===== src/rtl/knn_vote_selector.sv =====
// KNN vote selector: keeps the K nearest (distance, label) samples
// and majority-votes the label once end_of_data closes the query.
module knn_vote_selector #(
  parameter int W         = 16,
  parameter int TYPE_W    = 2,
  parameter int K         = 3,
  parameter int NUM_TYPES = 4
) (
  input  logic                     clk,
  input  logic                     rst,
  input  logic                     start,
  input  logic                     done,
  input  logic [W-1:0]             distance,
  input  logic [TYPE_W-1:0]        data_type,
  input  logic                     end_of_data,
  output logic                     busy,
  output logic [$clog2(K+1)-1:0]   neighbor_count,
  output logic [TYPE_W-1:0]        result_type,
  output logic [$clog2(K+1)-1:0]   result_votes,
  output logic                     result_valid
);

  localparam int CW = $clog2(K+1);

  typedef enum logic [1:0] {
    S_IDLE,
    S_COLLECT,
    S_VOTE,
    S_DONE
  } state_t;

  state_t r_state;
  state_t w_next;

  logic [W-1:0]      r_dist [K];
  logic [TYPE_W-1:0] r_type [K];
  logic [K-1:0]      r_vld;
  logic [CW-1:0]     r_cnt;

  logic [TYPE_W-1:0] r_t;
  logic [TYPE_W-1:0] r_best_t;
  logic [CW-1:0]     r_best_c;
  logic [TYPE_W-1:0] r_res_t;
  logic [CW-1:0]     r_res_c;
  logic              r_valid;

  logic [K-1:0]      w_le;
  logic [K-1:0]      w_at;
  logic [CW-1:0]     w_cnt;
  logic              w_upd;
  logic              w_last;
  logic              w_ins;

  always_ff @(posedge clk or negedge rst) begin
    if (!rst) r_state <= S_IDLE;
    else      r_state <= w_next;
  end

  always_comb begin
    w_next = r_state;
    unique case (r_state)
      S_IDLE:    if (start) w_next = S_COLLECT;
      S_COLLECT: if (!start && end_of_data) w_next = S_VOTE;
      S_VOTE: begin
        if (start)       w_next = S_COLLECT;
        else if (w_last) w_next = S_DONE;
      end
      S_DONE:    w_next = start ? S_COLLECT : S_IDLE;
      default:   w_next = S_IDLE;
    endcase
  end

  // w_le is a thermometer over the sorted list; the new
  // sample lands at the first position whose bit is clear.
  always_comb begin
    w_le = '0;
    w_at = '0;
    for (int i = 0; i < K; i++)
      w_le[i] = r_vld[i] && (r_dist[i] <= distance);
    w_at[0] = !w_le[0];
    for (int i = 1; i < K; i++)
      w_at[i] = w_le[i-1] && !w_le[i];
  end

  always_comb begin
    w_cnt = '0;
    for (int i = 0; i < K; i++)
      if (r_vld[i] && (r_type[i] == r_t))
        w_cnt = w_cnt + 1'b1;
    w_upd  = w_cnt > r_best_c;
    w_last = r_t == TYPE_W'(NUM_TYPES - 1);
  end

  assign w_ins = (r_state == S_COLLECT) && done && !start;

  always_ff @(posedge clk or negedge rst) begin
    if (!rst) begin
      for (int i = 0; i < K; i++) begin
        r_dist[i] <= '1;
        r_type[i] <= '0;
      end
      r_vld    <= '0;
      r_cnt    <= '0;
      r_t      <= '0;
      r_best_t <= '0;
      r_best_c <= '0;
      r_res_t  <= '0;
      r_res_c  <= '0;
      r_valid  <= 1'b0;
    end else begin
      r_valid <= 1'b0;
      if (start) begin
        for (int i = 0; i < K; i++) begin
          r_dist[i] <= '1;
          r_type[i] <= '0;
        end
        r_vld <= '0;
        r_cnt <= '0;
      end else if (w_ins) begin
        for (int i = 1; i < K; i++)
          if (!w_le[i] && !w_at[i]) begin
            r_dist[i] <= r_dist[i-1];
            r_type[i] <= r_type[i-1];
            r_vld[i]  <= r_vld[i-1];
          end
        for (int i = 0; i < K; i++)
          if (w_at[i]) begin
            r_dist[i] <= distance;
            r_type[i] <= data_type;
            r_vld[i]  <= 1'b1;
          end
        if (r_cnt != CW'(K))
          r_cnt <= r_cnt + 1'b1;
      end
      if (r_state != S_VOTE) begin
        r_t      <= '0;
        r_best_t <= '0;
        r_best_c <= '0;
      end else begin
        r_t <= r_t + 1'b1;
        if (w_upd) begin
          r_best_t <= r_t;
          r_best_c <= w_cnt;
        end
        if (w_last && !start) begin
          r_res_t <= w_upd ? r_t : r_best_t;
          r_res_c <= w_upd ? w_cnt : r_best_c;
          r_valid <= 1'b1;
        end
      end
    end
  end

  assign busy           = (r_state == S_COLLECT) || (r_state == S_VOTE);
  assign neighbor_count = r_cnt;
  assign result_type    = r_res_t;
  assign result_votes   = r_res_c;
  assign result_valid   = r_valid && !start;

endmodule


===== config.mk =====
export PLATFORM = sky130hd
export DESIGN_NAME = knn_vote_selector
export DESIGN_NICKNAME = d
export VERILOG_FILES = /design/src/rtl/knn_vote_selector.sv
export SDC_FILE = /design/constraint.sdc
export NUM_CORES = 1
export LEC_CHECK = 0
export ABC_AREA = 1
export BUFFER_PORTS_ARGS = -buffer_cell sky130_fd_sc_hd__buf_2
export CORE_UTILIZATION = 40
export CTS_CLUSTER_DIAMETER = 30
export DETAILED_ROUTE_END_ITERATION = 8
export GPL_ROUTABILITY_DRIVEN = 0
export PLACE_DENSITY = 0.57
export SLEW_MARGIN = 20
export SYNTH_ARGS = -nofsm -noshare
export SYNTH_HDL_FRONTEND = slang
export SYNTH_SLANG_ARGS = --single-unit

===== constraint.sdc =====
create_clock -name clk -period 4.37 [get_ports clk]
set_input_delay 0.6555 -clock clk [delete_from_list [all_inputs] [get_ports clk]]
set_output_delay 0.6555 -clock clk [all_outputs]
set_load 0.02 [all_outputs]

==> metrics.md <==
| Metric | Value |
|---|---|
| Outcome | `finished, final reports clean` |
| Vias in the first global route | `4,134` |
| Die X | `115.0 um` |
| Max Clock Skew | `~0.0075 ns` |
| Most common cell after layout, fill and taps aside | `nand2_1` |
| Power per cell area | `504.5 nW/um^2` |
| First-pass iteration count of the detailed router | `5` |
| H-tree depth | `3` |
| Final setup vio count | `0` |
| Post-synth ARST share | `100.0%` |
| Most used DFF post-synth | `dfstp_2` |
| Post-synth EDFFs | `0` |
| Max-slew violation count | `0` |
| Post-synthesis cell area | `a little over 5000 sq um` |
| Tmin final | `just under 3 ns` |
| IO Pins | `31` |
| WP depth | `12` |
| FP Rows | `40` |
| Largest net degree at the start of global routing | `44` |
| Worst Setup SP | `distance[11]` |
| CP max stage delay | `0.63 ns` |
| Post-Route WL | `around 13,000 um` |
| Worst path cell trace | `buf_2 -> inv_1 -> ha_1 -> a21oi_1 -> o21ai_0 -> a21oi_1 -> nand2_1 -> a21oi_2 -> nand2_1 -> nand2_2 -> nand2_1 -> o21ai_0` |
| Crit path top cell by count | `nand2_1` |
| PortBufs | `30` |
| Syn. warnings | `0` |
| Global route overflow | `0` |
| Clock Path Buffers | `2` |
| DRT met1 WL | `6210 um` |
| DRC viols | `0` |
| Area of the multi-input gates | `2701 sq um` |
| Slew headroom | `a little under half` |
| Clock transition at path regs | `~0.06 ns` |
| Yosys reg bits | `72` |
| Global-route wire length before repair | `21,070 um` |
| Top sig layer | `met4` |
| Vias/cell | `4.851` |
| CTS sink cnt | `72` |
| # diodes | `0` |
| CORE AREA | `12,210 sq um` |
| Initial Utilization | `41.84%` |
| Period utilisation layout | `68.25%` |
| Resized Gates After CTS | `0` |
| Power, Total | `2866 uW` |
| Routed Antenna Nets | `0` |
| Share of layout cells above drive strength 1 | `18.22%` |
| Combined buffer and inverter count along the critical path | `2` |
| Setup CP Type | `in -> reg` |
| DR iter-0 viols | `211` |
| Slowest cell on crit path | `a21oi_2` |
| Worst reg2reg setup slack | `1.42 ns` |
| Synth cell types | `37` |
| Final WS setup | `~1.4 ns` |
| Synth Instances | `between 600 and 700` |
| Worst setup endpoint | `r_dist[46]$_DFFE_PN1P_` |
| Crit-path max FO | `36` |
| Latest clock arrival within the worst-skew pair | `0.35 ns` |
| Syn nets | `750` |
| CTS Buf Count | `9` |
| CP Launch Type | `input port` |
| DP Wirelength | `8907 um` |
| Max Freq | `0.3353 GHz` |
| Post-placement cell area | `5345 sq um` |
| VDD IR max | `0.2883 mV` |
| Pre-CTS setup slack | `1.056 ns` |
| Nets | `roughly 780` |
| Max-cap violations | `0` |
| GRT Util Overall | `between 20% and 30%` |
| R2r endpoint | `r_dist[46]$_DFFE_PN1P_` |
| Crit path DAT | `3.24 ns` |
| Wirelength per Cell | `14.80 um` |
| Sequential area share after synthesis | `roughly 36%` |
| CTS tree | `done` |
| Met3 WL post-DR | `521 um` |
| Worst Tran Pin Value | `0.7832 ns` |
| CP required | `4.63 ns` |
| Fill count | `1,261` |
| Met2 Wirelength | `between 5000 and 6000 um` |
| Worst min-delay path class | `in -> async` |
| Pleak | `0.002987 uW` |
| Sequential cell area | `1862 sq um` |
| Mean Syn Cell Area | `about 7.7 sq um` |
| Die area | `13,230 sq um` |
| Routed vias | `4,196` |
| Die Y | `approximately 120 um` |
| Final Hold Vio Count | `0` |
| Antenna violations before repair | `0` |
| Origin of the critical flop-to-flop path | `r_dist[43]$_DFFE_PN1P_` |
| Postcts setup bufs | `0` |
| Post-cts hold buffer count | `0` |
| Fin area | `~5700 sq um` |
| Commonest cells after routing, fill and taps aside | `nand2_1 (180), inv_1 (99), nand3_1 (74)` |
| CP top delay family | `compound AO/OA/AOI/OAI gates` |
| RSZ-0062 raised after global routing | `false` |
| Setup crit end kind | `flip-flop` |
| Total negative slack | `0 ns` |
| Root buffer cell | `clkbuf_16` |
| Area Overhead vs Synth | `11.19%` |
| Worst Reg-to-Reg Cells | `10` |
[cells in the mapped netlist (3+ instances only)]
library cell  count  area [sq um]
a21o_1            3         22.52
a21oi_1          27         135.1
buf_2             4         20.02
buf_4             7         52.55
buf_6             7         78.83
dfrtp_1          24         600.6
dfstp_2          48          1261
ha_1             60         750.7
inv_1            99         371.6
nand2_1         180         675.7
nand2_2           8         50.05
nand3_1          74         370.4
nor2_1           44         165.2
nor3_2            3         30.03
o21ai_0          32         160.2
o21ai_1           3         15.01
or2_0             8         50.05
or2_2             7         43.79
xnor2_1           6         52.55
[worst reg2reg max path, cell delays in order, from the launching register on]
cell,delay (ns)
dfstp_2,0.55
ha_1,0.26
a21oi_1,0.13
o21ai_0,0.16
a21oi_1,0.17
nand2_1,0.08
a21oi_2,0.63
nand2_1,0.14
nand2_2,0.53
nand2_1,0.12
o21ai_0,0.10
[worst min-delay path by stage]
stage,endpoint,from,slack [ns]
floorplan,neighbor_count[0]$_DFFE_PN0P_,rst,0.36
global placement,r_vld[1]$_DFFE_PN0P_,r_vld[0]$_DFFE_PN0P_,0.46
detailed placement,result_votes[1]$_DFFE_PN0P_,result_votes[1]$_DFFE_PN0P_,0.47
CTS,r_dist[7]$_DFFE_PN1P_,rst,0.41
global route,r_dist[7]$_DFFE_PN1P_,rst,0.43
finish,r_dist[7]$_DFFE_PN1P_,rst,0.40
[per-stage QoR]
| step | util, % | hold WS, ns | instances |
|---|---|---|---|
| 3_3_place_gp | 43.77 | 0.4615 | 849 |
| 3_5_place_dp | 43.77 | 0.4745 | 849 |
| 6_report | 46.53 | 0.4001 | 865 |
| 2_1_floorplan | - | 0.3599 | 667 |
| 5_1_grt | 46.53 | 0.4270 | 865 |
| 4_1_cts | 46.53 | 0.4141 | 865 |
[state kept, by name (all words and copies together) (netlist names)]
register	flops
r_state	2
r_valid	1
r_t	2
neighbor_count	2
r_type	6
r_best_t	2
result_type	2
r_vld	3
result_votes	2
r_best_c	2
r_dist	48
[routing by layer]
layer  track usage (%)  up-vias
met5                 0        -
met4             8.052        0
met3             3.216       16
met2             33.78       86
met1             28.76     1931
li1                  -     2163
[power breakdown]
part	internal [uW]	leakage, uW	total, uW	switching (uW)
clock	556	0.000162	852	296
combinational	360	0.00200	975	615
sequential	902	0.000822	1040	137
[cell families after synthesis]
| logic type | Yosys count | synth area share (%) |
|---|---|---|
| and+or+nand+nor | 334 | 29.14 |
| muxes | 2 | 0.3918 |
| buffers and inverters | 122 | 10.70 |
| AOI/OAI and AO/OA | 70 | 7.444 |
| DFF | 72 | 36.43 |
| xor gates and xnor gates | 7 | 1.200 |
| adders and majority gates | 60 | 14.69 |
[cell type report]
cell class / count / share of cell area (%)
sequential: 72 / 32.77
tap: 168 / 3.700
multi-input combinational: 473 / 47.54
clock inverter: 6 / 1.894
inverter: 101 / 6.761
timing repair buffer: 35 / 3.303
clock buffer: 10 / 4.030
Power figures use the tool's default switching activity.
